File: src/rtl/npu_cube_acc_ctrl.sv
`default_nettype none
// +--------------------------------------------------------------------------+
// | npu_cube_acc_ctrl: streams chunks into the cube add tree and accumulates  |
// | the extended tree results. Rev 1.0                                        |
// +--------------------------------------------------------------------------+
module npu_cube_acc_ctrl #(
    parameter int DWA      = 8,
    parameter int DWB_CODE = 12,
    parameter int MAC_NUM  = 8,
    parameter int DWOUT    = 19,
    parameter int DWACC    = 32,
    parameter int LEN_W    = 8
) (
    input  logic                        clk,
    input  logic                        rst_n,
    input  logic                        cfg_start,
    input  logic [LEN_W-1:0]            cfg_len,
    input  logic                        cfg_signed,
    output logic                        busy,
    input  logic                        in_valid,
    output logic                        in_ready,
    input  logic [DWA*MAC_NUM-1:0]      in_data,
    input  logic [DWB_CODE*MAC_NUM-1:0] in_code,
    output logic [DWA*MAC_NUM-1:0]      tree_data,
    output logic [DWB_CODE*MAC_NUM-1:0] tree_code,
    output logic                        tree_is_signed,
    input  logic [DWOUT-1:0]            tree_result,
    output logic                        out_valid,
    input  logic                        out_ready,
    output logic [DWACC-1:0]            out_acc
);

    typedef enum logic [1:0] {
        S_IDLE  = 2'd0,
        S_RUN   = 2'd1,
        S_DRAIN = 2'd2,
        S_OUT   = 2'd3
    } state_t;

    state_t             state;
    logic [DWACC-1:0]   acc;
    logic [LEN_W-1:0]   remaining;
    logic               op_vld;
    logic               hs;
    logic [DWACC-1:0]   ext_result;
    logic [DWACC-1:0]   acc_sum;

    assign hs = in_valid & in_ready;

    generate
        if (DWACC > DWOUT) begin : g_ext_wide
            assign ext_result = {{(DWACC-DWOUT){tree_is_signed & tree_result[DWOUT-1]}},
                                 tree_result};
        end else begin : g_ext_equal
            assign ext_result = tree_result;
        end
    endgenerate

    // The operand registers hold their last value between accepts, so op_vld gates the add.
    assign acc_sum = op_vld ? (acc + ext_result) : acc;

    always_ff @(posedge clk) begin
        if (!rst_n) begin
            state          <= S_IDLE;
            acc            <= '0;
            remaining      <= '0;
            op_vld         <= 1'b0;
            busy           <= 1'b0;
            in_ready       <= 1'b0;
            out_valid      <= 1'b0;
            out_acc        <= '0;
            tree_data      <= '0;
            tree_code      <= '0;
            tree_is_signed <= 1'b0;
        end else begin
            op_vld <= hs;
            acc    <= acc_sum;
            if (hs) begin
                tree_data <= in_data;
                tree_code <= in_code;
            end

            case (state)
                S_IDLE: begin
                    if (cfg_start) begin
                        acc            <= '0;
                        remaining      <= cfg_len;
                        tree_is_signed <= cfg_signed;
                        busy           <= 1'b1;
                        if (cfg_len != '0) begin
                            state    <= S_RUN;
                            in_ready <= 1'b1;
                        end else begin
                            state     <= S_OUT;
                            out_valid <= 1'b1;
                            out_acc   <= '0;
                        end
                    end
                end
                S_RUN: begin
                    if (hs) begin
                        remaining <= remaining - LEN_W'(1);
                        if (remaining == LEN_W'(1)) begin
                            in_ready <= 1'b0;
                            state    <= S_DRAIN;
                        end
                    end
                end
                S_DRAIN: begin
                    state <= S_OUT;
                end
                S_OUT: begin
                    // First OUT cycle publishes the settled accumulator; later cycles wait for ready.
                    if (!out_valid) begin
                        out_valid <= 1'b1;
                        out_acc   <= acc;
                    end else if (out_ready) begin
                        out_valid <= 1'b0;
                        busy      <= 1'b0;
                        state     <= S_IDLE;
                    end
                end
                default: begin
                    state <= S_IDLE;
                end
            endcase
        end
    end

endmodule
`default_nettype wire

File: config.mk
export PLATFORM = sky130hd
export DESIGN_NAME = npu_cube_acc_ctrl
export DESIGN_NICKNAME = d
export VERILOG_FILES = /design/src/rtl/npu_cube_acc_ctrl.sv
export SDC_FILE = /design/constraint.sdc
export NUM_CORES = 1
export LEC_CHECK = 0
export ABC_AREA = 1
export CAP_MARGIN = 15
export CORE_ASPECT_RATIO = 0.7
export CORE_MARGIN = 3
export CORE_UTILIZATION = 31
export CTS_BUF_LIST = sky130_fd_sc_hd__clkbuf_4
export DETAILED_ROUTE_END_ITERATION = 8
export HOLD_SLACK_MARGIN = 0.02
export PLACE_DENSITY = 0.61
export SETUP_SLACK_MARGIN = 0.05
export SLEW_MARGIN = 20
export SYNTH_ARGS = -nofsm -noshare
export SYNTH_HDL_FRONTEND = slang
export SYNTH_SLANG_ARGS = --single-unit
File: constraint.sdc
create_clock -name clk -period 5 [get_ports clk]
set_input_delay 0.75 -clock clk [delete_from_list [all_inputs] [get_ports clk]]
set_output_delay 0.75 -clock clk [all_outputs]
set_load 0.01 [all_outputs]
# Word-level counts from Yosys, hierarchy flattened
# Index checks and enable logic that the tools add are counted.
dict set report word_totals {
  register_bits 239
  word_cells 69
}
dict set report op_classes {
  n_mux 31
  n_eq_ne 12
  n_reduce_logical 11
  add_sub_neg 2
  n_bitwise 2
}
# operator n
set op_table {}
lappend op_table {{$mux 32} 6}
lappend op_table {{$pmux 32 s2} 1}
lappend op_table {{$add 32x32->32} 1}
lappend op_table {{$mux 8} 2}
lappend op_table {{$ne 2x2->1 const B} 8}
lappend op_table {{$pmux 8 s2} 1}
lappend op_table {{$mux 2} 6}
lappend op_table {{$mux 1} 11}
lappend op_table {{$reduce_and 5->1} 2}
lappend op_table {{$eq 8x1->1 const B} 1}
lappend op_table {{$pmux 2 s4} 1}
lappend op_table {{$reduce_and 4->1} 2}
lappend op_table {{$reduce_bool 8->1} 1}
lappend op_table {{$sub 8x1->8 const B} 1}
lappend op_table {{$pmux 1 s2} 3}
lappend op_table {{$reduce_and 3->1} 2}
lappend op_table {{$eq 2x2->1 const B} 2}
lappend op_table {{$reduce_bool 2->1} 2}
lappend op_table {{$and 1x1->1} 2}
lappend op_table {{$eq 2x1->1 const B} 1}
lappend op_table {{$logic_not 2->1} 1}
lappend op_table {{$reduce_and 2->1} 1}

# Longest topological paths before layout
dict set report logic_depth {
  word_depth 5
  ltp_mapped 15
  mapped_depth_nobuf 15
}

# Worst setup path before layout
# Ideal clock, no wire load.
dict set report synth_path {
  path_kind {input to register}
  from {input tree_result[0]}
  to {register acc[20]}
  path_buffers 0
  cell_stages 12
  setup_time_ps 115
  slack_ps 2697
  arrival_ps 2188
  required_ps 4885
  path_cell_list {ha_1 -> fa_1 -> nand3_1 -> nand3_1 -> nand3_1 -> nand3_1 -> nand3_1 -> nand3_1 -> nand2_1 -> nand2_1 -> o21ai_0 -> inv_1}
}
dict set report synth_via {
  elab_chain_cells 4
}
# element line
set synth_rtl {}
lappend synth_rtl {{from (decl)} 27} ;# input logic [DWOUT-1:0] tree_result,
lappend synth_rtl {{$add 32x32->32 (*)} 60} ;# assign acc_sum = op_vld ? (acc + ext_result) : acc;
lappend synth_rtl {{$mux 32 (*)} 60}
lappend synth_rtl {{$mux 32} 85} ;# if (cfg_start) begin
lappend synth_rtl {{$mux 32 (*)} 83} ;# case (state)
lappend synth_rtl {{to (signal assigned)} 77} ;# acc <= acc_sum;
lappend synth_rtl {{to (decl)} 41} ;# logic [DWACC-1:0] acc;
# Mark *: on every way between the ends. The rest lies on a longest branch, timed or not.
# A chain may end at the register's enable or synchronous reset.

# Worst setup path after layout
dict set report layout_path {
  from {input tree_result[18]}
  to {register acc[22]}
}
dict set report layout_via {
  elab_chain_cells 5
}
# element line
set layout_rtl {}
lappend layout_rtl {{$and 1x1->1} 52} ;# assign ext_result = {{(DWACC-DWOUT){tree_is_signed & tree_result[DWOUT-1]}},
lappend layout_rtl {{$add 32x32->32 (*)} 60}
lappend layout_rtl {{$mux 32 (*)} 60}
lappend layout_rtl {{$mux 32} 85}
lappend layout_rtl {{$mux 32 (*)} 83}
# Marks and branches as above.

==> flow_summary.toml <==
[worst_setup_path]
timing.critical_path.cells = "clkdlybuf4s50_1, nand2_2, nand2_1, nand2_2, nor2_2, nand2_1, nor2_1, nand2_1, nand2_1, a21oi_1, o21ai_0, nand2_1, inv_1"
slowest_stage = "sky130_fd_sc_hd__clkdlybuf4s50_1"
cp_num_cells = 13
timing.critical_path.buf_inv = 2
worst_setup_path_startpoint = "tree_result[18]"
critical_path_maximum_fanout = 24
setup_cp_type = "in -> reg"
critPathMostFrequentCell = "sky130_fd_sc_hd__nand2_1"
worst_r2r_path_depth = 9
path_delay_family = "simple AND/OR/NAND/NOR gates"
max_stage_delay_ps = 1010
critical_path.reg2reg.endpoint = "acc[23]"
worst_r2r_startpoint = "state[0]"
reg2reg_slack_ps = 2100
worstPathArrival_ps = 3630
start_kind = "primary input"
cp-endpoint = "acc[22]"
cp.required_ps = 5630
crit_path_end_kind = "register"

[finish]
final-instance-count-excl-fill = 2498
post-route-util_pct = 46.51
drive_above_1_share_pct = 5.903
layout_commonest_cell = "sky130_fd_sc_hd__nor2_1"
nNetsFinal = 2217
register_area_mm2 = 0.004785
synthToLayoutAreaGrowth_pct = 44.98
layout.filler_cells = 3591
most-common-layout-cells = "sky130_fd_sc_hd__nor2_1, sky130_fd_sc_hd__clkdlybuf4s50_1, sky130_fd_sc_hd__nand2_1, sky130_fd_sc_hd__dfxtp_1, sky130_fd_sc_hd__o21ai_0"
multi_input_comb_area_mm2 = 0.005364

[place]
port_buffers = 388
gp_routability_congestion = 0.8855
dp_cells = 2399
place_hpwl_mm = 32.71
place_ws_ps = 1407

[routing]
first_iter_violations = 981
wl_mm = 43.77
post_drt_via_cell_ratio = 4.777
postRouteAntennaNets = 0
routedWlPerCell_um = 17.52
vias = 11930
drt_first_pass_iters = 5
drc_errors = 0

[floorplanning]
height_of_the_die_um = 163.4
die-area_mm2 = 0.03771
fp.dieW_um = 230.8
floorplan.core_area_mm2 = 0.03419
row_count = 56
num_io_pins = 389
initial_core_util_pct = 32.08

[clock_tree]
hold_buffers = 0
clk_latency_ps = 740
clock_tree.root_cell = "sky130_fd_sc_hd__clkbuf_4"
htreeDepth = 2
clk_pin_slew_worst_paths_ps = 60
cts-buffers-inserted = 61
cts_post_setup_buffers_inserted = 0
tritoncts = "built"
cts_max_path_buffers = 3
cts_sinks = 239
cts_repair_resize_count = 0

[power]
power_switching_share_pct = 36.36
pwr-share-clk_pct = 24.4
cellLeakagePower_nw = 6.671
p_per_area_mw_per_mm2 = 416.0
internal-power_mw = 4.210
worst_ir_drop_on_vdd_v = 0.0001541
net-switching-power_mw = 2.405
share_seq_of_total_power_pct = 38.1
combPwrFrac_pct = 37.5
p_total_mw = 6.615

[sta]
post-route-worst-setup-slack_ps = 1997
timing.max_slew.rel_slack_pct = 28.91
setup_repair_after_global_routing_missed_its_margin = "no"
finalHoldViolations = 0
setup_total_negative_slack_ps = 0
achievable-frequency_mhz = 333.0
period_minus_slack_ps = 3003
finalSetupViolCount = 0
timing.final.max_slew_violations = 0
tightestPinTransition_ps = 1064
timing.final.crit_share_pct = 60.07
finClkSkew_ps = 66.56

[yosys]
synth_fa_ha_area_share_pct = 3.034
dominant_combinational_cell_family_by_area_after_synthesis = "simple AND/OR/NAND/NOR gates"
netlist_area_mm2 = 0.01097
post_synthesis_cell_type_with_the_largest_combined_area = "sky130_fd_sc_hd__dfxtp_1"
synth_area_per_cell_um2 = 6.759
synth.lib_cells_used.distinct = 33
ys_dominant_reg_cell = "sky130_fd_sc_hd__dfxtp_1"
synth-async-reset-ratio_pct = 0
synth_simple_gate_area_share_pct = 29.44
synth_seq_area_share_pct = 43.62
synth.area.mux_share_pct = 0
number_of_flops_mapped_to_enable_cells_by_yosys = 0
syn_nets = 1842
postSynthRegisterBits = 239
synthesis.instances = 1623
yosys_warnings = 0
synth_xor_xnor_area_share_pct = 1.198
synth_top_area_share_pct = 43.62
fraction_of_the_mapped_netlist_area_in_compound_gates_pct = 15.16
synth_top_cells_by_area = "sky130_fd_sc_hd__dfxtp_1, sky130_fd_sc_hd__nor2_1, sky130_fd_sc_hd__o21ai_0"

[grt]
grt_use_total_pct = 21.97
global_route.overflow_total = 0
grt_first_pass_wirelength_mm = 65.01
first_global_vias = 10810
grt_max_degree = 128
initial_antenna_violation_count = 7

[status]
status = "finished, final reports clean"

[min_path]
holdCritPathClass = "in -> reg"
timing.hold.worst_path_depth = 3

[run]
max_cap_viol_count = 0
==> metrics by stage <==
| stage | cell area (µm²) | hold WS (ps) |
|---|---|---|
| floorplan | 10970 | 451.1 |
| finish | 15900 | 466.8 |
| detailed placement | 15180 | 469.3 |
| CTS | 15900 | 390.5 |
| global route | 15900 | 413.8 |
| global placement | 15180 | 462.0 |
==> layout make-up <==
type,instances,share of cell area (%)
Antenna cell,1,0.01574
Clock buffer,90,4.249
Clock inverter,8,0.2596
Multi-Input combinational cell,1168,33.73
Sequential cell,239,30.09
Inverter,129,3.061
Tap cell,464,3.651
Timing Repair Buffer,399,24.95
==> per-layer routing <==
metal  up-vias  track usage [%]  part of all wire, %
li1       6005                -                    -
met1      5455            28.96                   44
met2       381            35.23                   45
met3        79            6.206                  7.6
met4        12            6.276                  2.3
met5         -                0                 0.16
==> worst min-delay path: stages <==
cell	delay (ps)
sky130_fd_sc_hd__buf_4	230
sky130_fd_sc_hd__o21ai_0	120
sky130_fd_sc_hd__nor2_1	40
==> registers in the layout (all words and copies together), names as in the netlist <==
signal,cells
state,2
out_acc,32
busy,1
in_ready,1
tree_data,64
tree_is_signed,1
acc,32
out_valid,1
tree_code,96
remaining,8
op_vld,1
==> power by group through the flow <==
stage	clock network [mW]	logic, mW	registers (mW)
floorplan	0	1.17	2.67
global placement	0	2.47	2.54
detailed placement	0	2.49	2.56
CTS	1.68	2.50	2.52
global route	1.79	2.73	2.56
finish	1.62	2.48	2.52
==> logic make-up after synthesis <==
family | Yosys count
simple gates | 805
compound gates | 322
flops | 239
buf+inv | 216
fa+ha+maj | 26
xor+xnor | 15
==> worst min-delay path by stage <==
| stage | slack [ps] | endpoint | start |
|---|---|---|---|
| after floorplan | 450 | remaining[7] | remaining[7] |
| after global placement | 460 | tree_code[1] | tree_code[1] |
| after detailed placement | 470 | tree_code[26] | tree_code[26] |
| after CTS | 390 | tree_data[15] | rst_n |
| after global routing | 410 | tree_data[26] | rst_n |
| final | 470 | tree_data[15] | rst_n |
==> synthesized netlist by cell type (2+ instances only) <==
cell type	count
sky130_fd_sc_hd__nor2_1	418
sky130_fd_sc_hd__nand2_1	244
sky130_fd_sc_hd__dfxtp_1	239
sky130_fd_sc_hd__o21ai_0	192
sky130_fd_sc_hd__inv_1	124
sky130_fd_sc_hd__a21oi_1	109
sky130_fd_sc_hd__nand3_1	79
sky130_fd_sc_hd__clkbuf_1	77
sky130_fd_sc_hd__nor3_1	44
sky130_fd_sc_hd__ha_1	25
sky130_fd_sc_hd__xor2_1	11
sky130_fd_sc_hd__buf_2	8
sky130_fd_sc_hd__o211ai_1	7
sky130_fd_sc_hd__nand4_1	6
sky130_fd_sc_hd__or2_2	5
sky130_fd_sc_hd__a211oi_1	4
sky130_fd_sc_hd__xnor2_1	4
sky130_fd_sc_hd__clkinv_1	3
sky130_fd_sc_hd__nand2_2	3
sky130_fd_sc_hd__nand3b_1	3
sky130_fd_sc_hd__o21bai_1	3
sky130_fd_sc_hd__inv_2	2
sky130_fd_sc_hd__nor2_2	2
sky130_fd_sc_hd__o21ai_1	2
No activity file was read; power rests on OpenSTA's default activity.
